[src/rtl/sht40_responder.sv]
`timescale 1ns/1ps
// SHT40 emulator: I2C target that accepts a measurement command by write and
// returns T_MSB, T_LSB, CRC, RH_MSB, RH_LSB, CRC on read.
module sht40_responder #(
  parameter logic [6:0]  I2C_ADDR    = 7'h44,
  parameter logic [7:0]  MEAS_CMD    = 8'hFD,
  parameter logic [15:0] MEAS_CYCLES = 16'd1000
) (
  input  logic        clk,
  input  logic        rst,
  input  logic        scl_in,
  input  logic        sda_in,
  output logic        sda_drive_low,
  input  logic [15:0] temp_value,
  input  logic [15:0] rh_value,
  output logic        cmd_valid,
  output logic [7:0]  cmd_byte,
  output logic        busy
);

  typedef enum logic [2:0] {
    IDLE, ADDR, ADDR_ACK, CMD, CMD_ACK, TX_BYTE, TX_ACK, WAIT_STOP
  } state_e;

  function automatic logic [7:0] crc8(input logic [15:0] data);
    logic [7:0]  crc;
    logic [15:0] d;
    logic        fb;
    crc = 8'hFF;
    d   = data;
    for (int i = 0; i < 16; i++) begin
      fb  = crc[7] ^ d[15];
      crc = {crc[6:0], 1'b0} ^ (fb ? 8'h31 : 8'h00);
      d   = {d[14:0], 1'b0};
    end
    return crc;
  endfunction

  function automatic logic [7:0] buf_byte(input logic [47:0] b, input logic [2:0] idx);
    logic [7:0] r;
    case (idx)
      3'd0:    r = b[47:40];
      3'd1:    r = b[39:32];
      3'd2:    r = b[31:24];
      3'd3:    r = b[23:16];
      3'd4:    r = b[15:8];
      3'd5:    r = b[7:0];
      default: r = 8'hFF;
    endcase
    return r;
  endfunction

  logic [2:0]  scl_q, sda_q;
  logic        scl_s, sda_s, scl_rise_s, scl_fall_s, start_s, stop_s, addr_ok_s;
  state_e      state_q, state_d;
  logic [3:0]  bit_cnt_q, bit_cnt_d;
  logic [7:0]  shift_q, shift_d;
  logic [6:0]  tx_rem_q, tx_rem_d;
  logic [2:0]  byte_idx_q, byte_idx_d, next_idx_s;
  logic [7:0]  next_byte_s;
  logic        is_read_q, is_read_d, ack_q, ack_d, cmd_done_q, cmd_done_d;
  logic        drive_q, drive_d, cmd_valid_q, cmd_valid_d;
  logic        busy_q, busy_d, ready_q, ready_d;
  logic [7:0]  cmd_byte_q, cmd_byte_d;
  logic [15:0] meas_cnt_q, meas_cnt_d;
  logic [47:0] tx_buf_q, tx_buf_d;

  assign scl_s       = scl_q[1];
  assign sda_s       = sda_q[1];
  assign scl_rise_s  = scl_q[1] & ~scl_q[2];
  assign scl_fall_s  = ~scl_q[1] & scl_q[2];
  assign start_s     = scl_s & ~sda_q[1] & sda_q[2];
  assign stop_s      = scl_s & sda_q[1] & ~sda_q[2];
  assign addr_ok_s   = (shift_q[7:1] == I2C_ADDR) && (!shift_q[0] || (ready_q && !busy_q));
  // Index 6 is the saturated dummy slot that reads as 8'hFF.
  assign next_idx_s  = (byte_idx_q == 3'd6) ? 3'd6 : byte_idx_q + 3'd1;
  assign next_byte_s = buf_byte(tx_buf_q, next_idx_s);

  assign sda_drive_low = drive_q;
  assign cmd_valid     = cmd_valid_q;
  assign cmd_byte      = cmd_byte_q;
  assign busy          = busy_q;

  // Two-flop synchronizers plus previous-value stage for edge detection.
  always_ff @(posedge clk or posedge rst) begin
    if (rst) begin
      scl_q <= 3'b111;
      sda_q <= 3'b111;
    end else begin
      scl_q <= {scl_q[1:0], scl_in};
      sda_q <= {sda_q[1:0], sda_in};
    end
  end

  always_ff @(posedge clk or posedge rst) begin
    if (rst) begin
      state_q     <= IDLE;
      bit_cnt_q   <= 4'd0;
      shift_q     <= 8'h00;
      tx_rem_q    <= 7'h7F;
      byte_idx_q  <= 3'd0;
      is_read_q   <= 1'b0;
      ack_q       <= 1'b0;
      cmd_done_q  <= 1'b0;
      drive_q     <= 1'b0;
      cmd_valid_q <= 1'b0;
      cmd_byte_q  <= 8'h00;
      busy_q      <= 1'b0;
      ready_q     <= 1'b0;
      meas_cnt_q  <= 16'd0;
      tx_buf_q    <= 48'h0;
    end else begin
      state_q     <= state_d;
      bit_cnt_q   <= bit_cnt_d;
      shift_q     <= shift_d;
      tx_rem_q    <= tx_rem_d;
      byte_idx_q  <= byte_idx_d;
      is_read_q   <= is_read_d;
      ack_q       <= ack_d;
      cmd_done_q  <= cmd_done_d;
      drive_q     <= drive_d;
      cmd_valid_q <= cmd_valid_d;
      cmd_byte_q  <= cmd_byte_d;
      busy_q      <= busy_d;
      ready_q     <= ready_d;
      meas_cnt_q  <= meas_cnt_d;
      tx_buf_q    <= tx_buf_d;
    end
  end

  always_comb begin
    state_d     = state_q;
    bit_cnt_d   = bit_cnt_q;
    shift_d     = shift_q;
    tx_rem_d    = tx_rem_q;
    byte_idx_d  = byte_idx_q;
    is_read_d   = is_read_q;
    ack_d       = ack_q;
    cmd_done_d  = cmd_done_q;
    drive_d     = drive_q;
    cmd_valid_d = 1'b0;
    cmd_byte_d  = cmd_byte_q;
    busy_d      = busy_q;
    ready_d     = ready_q;
    meas_cnt_d  = meas_cnt_q;
    tx_buf_d    = tx_buf_q;

    if (busy_q && meas_cnt_q <= 16'd1) begin
      busy_d   = 1'b0;
      ready_d  = 1'b1;
      tx_buf_d = {temp_value, crc8(temp_value), rh_value, crc8(rh_value)};
    end else if (busy_q) begin
      meas_cnt_d = meas_cnt_q - 16'd1;
    end else begin
      meas_cnt_d = 16'd0;
    end

    // Bus handling comes after the counter so a new command restarts it.
    if (start_s) begin
      state_d    = ADDR;
      bit_cnt_d  = 4'd0;
      cmd_done_d = 1'b0;
      drive_d    = 1'b0;
    end else if (stop_s) begin
      state_d = IDLE;
      drive_d = 1'b0;
    end else begin
      case (state_q)
        ADDR, CMD: begin
          if (scl_rise_s) begin
            shift_d   = {shift_q[6:0], sda_s};
            bit_cnt_d = bit_cnt_q + 4'd1;
          end else if (scl_fall_s && bit_cnt_q == 4'd8) begin
            bit_cnt_d = 4'd0;
            if (state_q == ADDR && addr_ok_s) begin
              drive_d   = 1'b1;
              is_read_d = shift_q[0];
              state_d   = ADDR_ACK;
            end else if (state_q == CMD && !cmd_done_q) begin
              drive_d     = 1'b1;
              state_d     = CMD_ACK;
              cmd_done_d  = 1'b1;
              cmd_valid_d = 1'b1;
              cmd_byte_d  = shift_q;
              if (shift_q == MEAS_CMD) begin
                busy_d     = 1'b1;
                ready_d    = 1'b0;
                meas_cnt_d = MEAS_CYCLES;
              end else begin
                busy_d = busy_q;
              end
            end else begin
              state_d = WAIT_STOP;
            end
          end else begin
            bit_cnt_d = bit_cnt_q;
          end
        end
        ADDR_ACK: begin
          if (scl_fall_s && is_read_q) begin
            state_d    = TX_BYTE;
            byte_idx_d = 3'd0;
            bit_cnt_d  = 4'd0;
            tx_rem_d   = tx_buf_q[46:40];
            drive_d    = ~tx_buf_q[47];
          end else if (scl_fall_s) begin
            state_d   = CMD;
            bit_cnt_d = 4'd0;
            drive_d   = 1'b0;
          end else begin
            drive_d = drive_q;
          end
        end
        CMD_ACK: begin
          if (scl_fall_s) begin
            state_d   = CMD;
            bit_cnt_d = 4'd0;
            drive_d   = 1'b0;
          end else begin
            drive_d = drive_q;
          end
        end
        TX_BYTE: begin
          if (scl_fall_s && bit_cnt_q == 4'd7) begin
            state_d   = TX_ACK;
            bit_cnt_d = 4'd0;
            drive_d   = 1'b0;
          end else if (scl_fall_s) begin
            bit_cnt_d = bit_cnt_q + 4'd1;
            drive_d   = ~tx_rem_q[6];
            tx_rem_d  = {tx_rem_q[5:0], 1'b1};
          end else begin
            drive_d = drive_q;
          end
        end
        TX_ACK: begin
          if (scl_rise_s) begin
            ack_d = ~sda_s;
            // Master has answered the last real byte: this read consumed the data.
            if (byte_idx_q == 3'd5) begin
              ready_d = 1'b0;
            end else begin
              ready_d = ready_q;
            end
          end else if (scl_fall_s && ack_q) begin
            state_d    = TX_BYTE;
            byte_idx_d = next_idx_s;
            bit_cnt_d  = 4'd0;
            tx_rem_d   = next_byte_s[6:0];
            drive_d    = ~next_byte_s[7];
          end else if (scl_fall_s) begin
            state_d = WAIT_STOP;
            drive_d = 1'b0;
          end else begin
            drive_d = drive_q;
          end
        end
        IDLE, WAIT_STOP: begin
          drive_d = 1'b0;
        end
        default: begin
          state_d = IDLE;
          drive_d = 1'b0;
        end
      endcase
    end
  end

endmodule

[config.mk]
export PLATFORM = sky130hd
export DESIGN_NAME = sht40_responder
export DESIGN_NICKNAME = d
export VERILOG_FILES = /design/src/rtl/sht40_responder.sv
export SDC_FILE = /design/constraint.sdc
export NUM_CORES = 1
export LEC_CHECK = 0
export ABC_AREA = 1
export BUFFER_PORTS_ARGS = -buffer_cell sky130_fd_sc_hd__buf_2
export CAP_MARGIN = 20
export CORE_ASPECT_RATIO = 0.6
export CORE_UTILIZATION = 30
export DETAILED_ROUTE_END_ITERATION = 6
export PLACE_DENSITY = 0.53
export REMOVE_ABC_BUFFERS = 1
export SLEW_MARGIN = 20
export SYNTH_ARGS = -nofsm -noshare
export SYNTH_HDL_FRONTEND = slang
export SYNTH_SLANG_ARGS = --single-unit
[constraint.sdc]
create_clock -name clk -period 4.65 [get_ports clk]
set_input_delay 0.93 -clock clk [delete_from_list [all_inputs] [get_ports clk]]
set_output_delay 0.93 -clock clk [all_outputs]
set_load 0.02 [all_outputs]
==> results.sh <==
export IMPL_outcome="completed"
export IMPL_drtIter0Drc=431
export IMPL_h_tree_depth=3
export IMPL_end_kind="flop"
export IMPL_max_slew_worst_pin_slew_ns=0.877
export IMPL_overflow=0
export IMPL_drv_cap=0
export IMPL_multi_input_area_mm2=0.00311
export IMPL_wl_per_cell_um=14.1
export IMPL_slew_violations=0
export IMPL_postSynthCellCount=868
export IMPL_design_area_mm2=0.00728
export IMPL_regArea_mm2=0.00277
export IMPL_syn_avg_cell_area_um2=7.41
export IMPL_grt_usage=0.163
export IMPL_p_leak_nw=3.72
export IMPL_hp_class="flop to flop"
export IMPL_reg2regPathDepth=11
export IMPL_clock_path_buffers=2
export IMPL_antenna_found_initial=0
export IMPL_vias=5610
export IMPL_first_pass_iters=4
export IMPL_drive_gt1_frac=0.114
export IMPL_vias_per_cell=4.68
export IMPL_clk_insertion_delay_late_ns=0.36
export IMPL_relSlewSlack=0.415
export IMPL_coreArea_mm2=0.0210
export IMPL_wirelength_mm=16.9
export IMPL_final_common_cell="nand2_1"
export IMPL_die_w_um=191
export IMPL_fin_setup_tns_ns=0
export IMPL_cts_root_buf="clkbuf_16"
export IMPL_gp_congestion=0.853
export IMPL_hold_buffers=0
export IMPL_drc_errors=0
export IMPL_cts_reportedPaths_clkPinSlew_ns=0.08
export IMPL_yosysUniqueCellTypes=43
export IMPL_ir_drop_mv=0.177
export IMPL_final_util=0.346
export IMPL_fin_crit_sh=0.541
export IMPL_antenna_cells=0
export IMPL_setup_viol=0
export IMPL_crit_required_ns=4.93
export IMPL_start_kind="flop"
export IMPL_pin_count=47
export IMPL_start_util=0.306
export IMPL_yosysWarnings=0
export IMPL_ys_seq_area_frac=0.430
export IMPL_grt_pass1_vias=5156
export IMPL_placed_cell_area_mm2=0.00698
export IMPL_ys_ff_latch=110
export IMPL_grt_max_degree=69
export IMPL_clock_sinks=110
export IMPL_layout_min_cycle_time_ns=2.52
export IMPL_cts_resized=0
export IMPL_hold_ws_ns=0.362
export IMPL_port_buffers=46
export IMPL_cts_tree="yes"
export IMPL_die_y_um=115
export IMPL_areaGrowthSynthToFinish_pct=13.1
export IMPL_hpwl_mm=12.9
export IMPL_die_area_mm2=0.0221
export IMPL_cts_setup_buffers=0
export IMPL_rsz0062_at_grt="false"
export IMPL_fin_skew_ns=0.00960
export IMPL_netlist_area_mm2=0.00643
export IMPL_whs_path_depth=0
export IMPL_cp_arrival_ns=2.80
export IMPL_final_cell_mix="nand2_1, inv_1, dfrtp_1, o21ai_0, nor2_1"
export IMPL_grt_pass1_wl_mm=27.7
export IMPL_cts_buffers=9
export IMPL_critPathKind="flop to flop"
export IMPL_pwr_density_cell_mw_per_mm2=482
export IMPL_nFillCells=2246
export IMPL_final_nets=960
export IMPL_path_max_fanout=36
export IMPL_ant_nets=0
export IMPL_fmax_mhz=397
export IMPL_core_rowCount=41
export IMPL_finalHoldViolCount=0
[registers in the layout, summed over array words and instances (netlist names), 3 cells and up]
| signal | cells |
|---|---|
| state_q | 3 |
| sda_q | 3 |
| bit_cnt_q | 4 |
| scl_q | 3 |
| tx_buf_q | 48 |
| cmd_byte | 8 |
| byte_idx_q | 3 |
| tx_rem_q | 7 |
| meas_cnt_q | 16 |
| shift_q | 8 |
[area by class of cell]
cell class,count,share of cell area
clock buffers,10,0.0315
clock inverters,6,0.00963
inverters,131,0.0679
multi-input cells,614,0.428
flip-flops and latches,110,0.380
well taps,279,0.0480
repair buffers,49,0.0347
[cells by family after synthesis]
family,after synthesis,share of synthesized area
buffers and inverters,144,0.0869
multiplexers,1,0.00156
AND/OR/NAND/NOR,409,0.266
flip-flops,110,0.430
AO/OA/AOI/OAI,150,0.131
XOR/XNOR,45,0.0659
adder cells (fa/ha/maj),9,0.0175
[synth_stat cells]
cell type,n,area (um^2)
nor3_1,5,25.0
o21ai_2,1,8.76
nor2_4,2,22.5
nand3_1,52,260
xor2_1,23,201
dfstp_2,13,342
inv_1,127,477
o31ai_1,4,30.0
xnor2_1,18,158
o21ai_1,4,20.0
o2111ai_1,3,26.3
a21oi_1,34,170
dfrtp_1,97,2430
a221oi_1,8,70.1
buf_2,3,15.0
clkinv_1,1,3.75
o211ai_1,1,7.51
nand3b_1,2,15.0
o221ai_1,1,8.76
nand4_1,13,81.3
or2_2,2,12.5
nand2_2,9,56.3
nor3_2,2,20.0
buf_6,1,11.3
a22oi_1,3,22.5
a2111oi_0,1,8.76
ha_1,9,113
nor2_2,2,12.5
buf_4,2,15.0
nor2_1,55,206
xor2_2,2,32.5
xnor2_2,2,32.5
mux2i_1,1,10.0
o21ai_0,79,395
a211oi_1,2,15.0
nand2_1,262,983
clkbuf_1,7,26.3
a41oi_1,1,8.76
o22ai_1,4,25.0
inv_2,3,11.3
o21a_1,1,7.51
a31oi_1,3,18.8
nor4_1,3,18.8
[routing by layer]
layer | track usage | wire length [um]
met5 | 0 | 0
met3 | 0.0333 | 796
met1 | 0.273 | 9990
met2 | 0.201 | 5990
met4 | 0.0400 | 132
[per-stage QoR]
step | worst slack, ns | std cells | total power [W]
finish | 2.13 | 1199 | 0.00351
global route | 1.79 | 1199 | 0.00378
CTS | 2.17 | 1199 | 0.00353
detailed placement | 1.96 | 1183 | 0.00272
global placement | 1.94 | 1183 | 0.00273
floorplan | 0.839 | 855 | 0.00233
[critical path: stages, from the launching register on]
cell and delay, ns:
dfrtp_1 0.43, inv_1 0.10, ha_1 0.21, inv_1 0.07, nor2_1 0.10, inv_1 0.08
a21oi_1 0.26, nand2_2 0.41, buf_4 0.40, inv_1 0.21, nand3_1 0.10, o21ai_0 0.08
[worst paths after layout]
path                                         start                      end  slack (ns)
max                        meas_cnt_q[0]$_DFF_PP0_  tx_buf_q[6]$_DFFE_PP0P_        2.13
min                             sda_q[0]$_DFF_PP1_       sda_q[1]$_DFF_PP1_        0.36
max reg2reg                meas_cnt_q[0]$_DFF_PP0_  tx_buf_q[6]$_DFFE_PP0P_        2.13
min reg2reg                     sda_q[0]$_DFF_PP1_       sda_q[1]$_DFF_PP1_        0.36
max in group asynchronous                      rst       scl_q[2]$_DFF_PP1_        3.00
min in group asynchronous                      rst  meas_cnt_q[0]$_DFF_PP0_        0.76
[report_power, final]
group          internal [W]  leakage (nW)  switching [W]
Clock              0.000423         0.147       0.000363
Sequential          0.00123          1.24       0.000195
Combinational      0.000446          2.33       0.000852
Total               0.00210          3.72        0.00141
No activity file was read; power rests on OpenSTA's default activity.
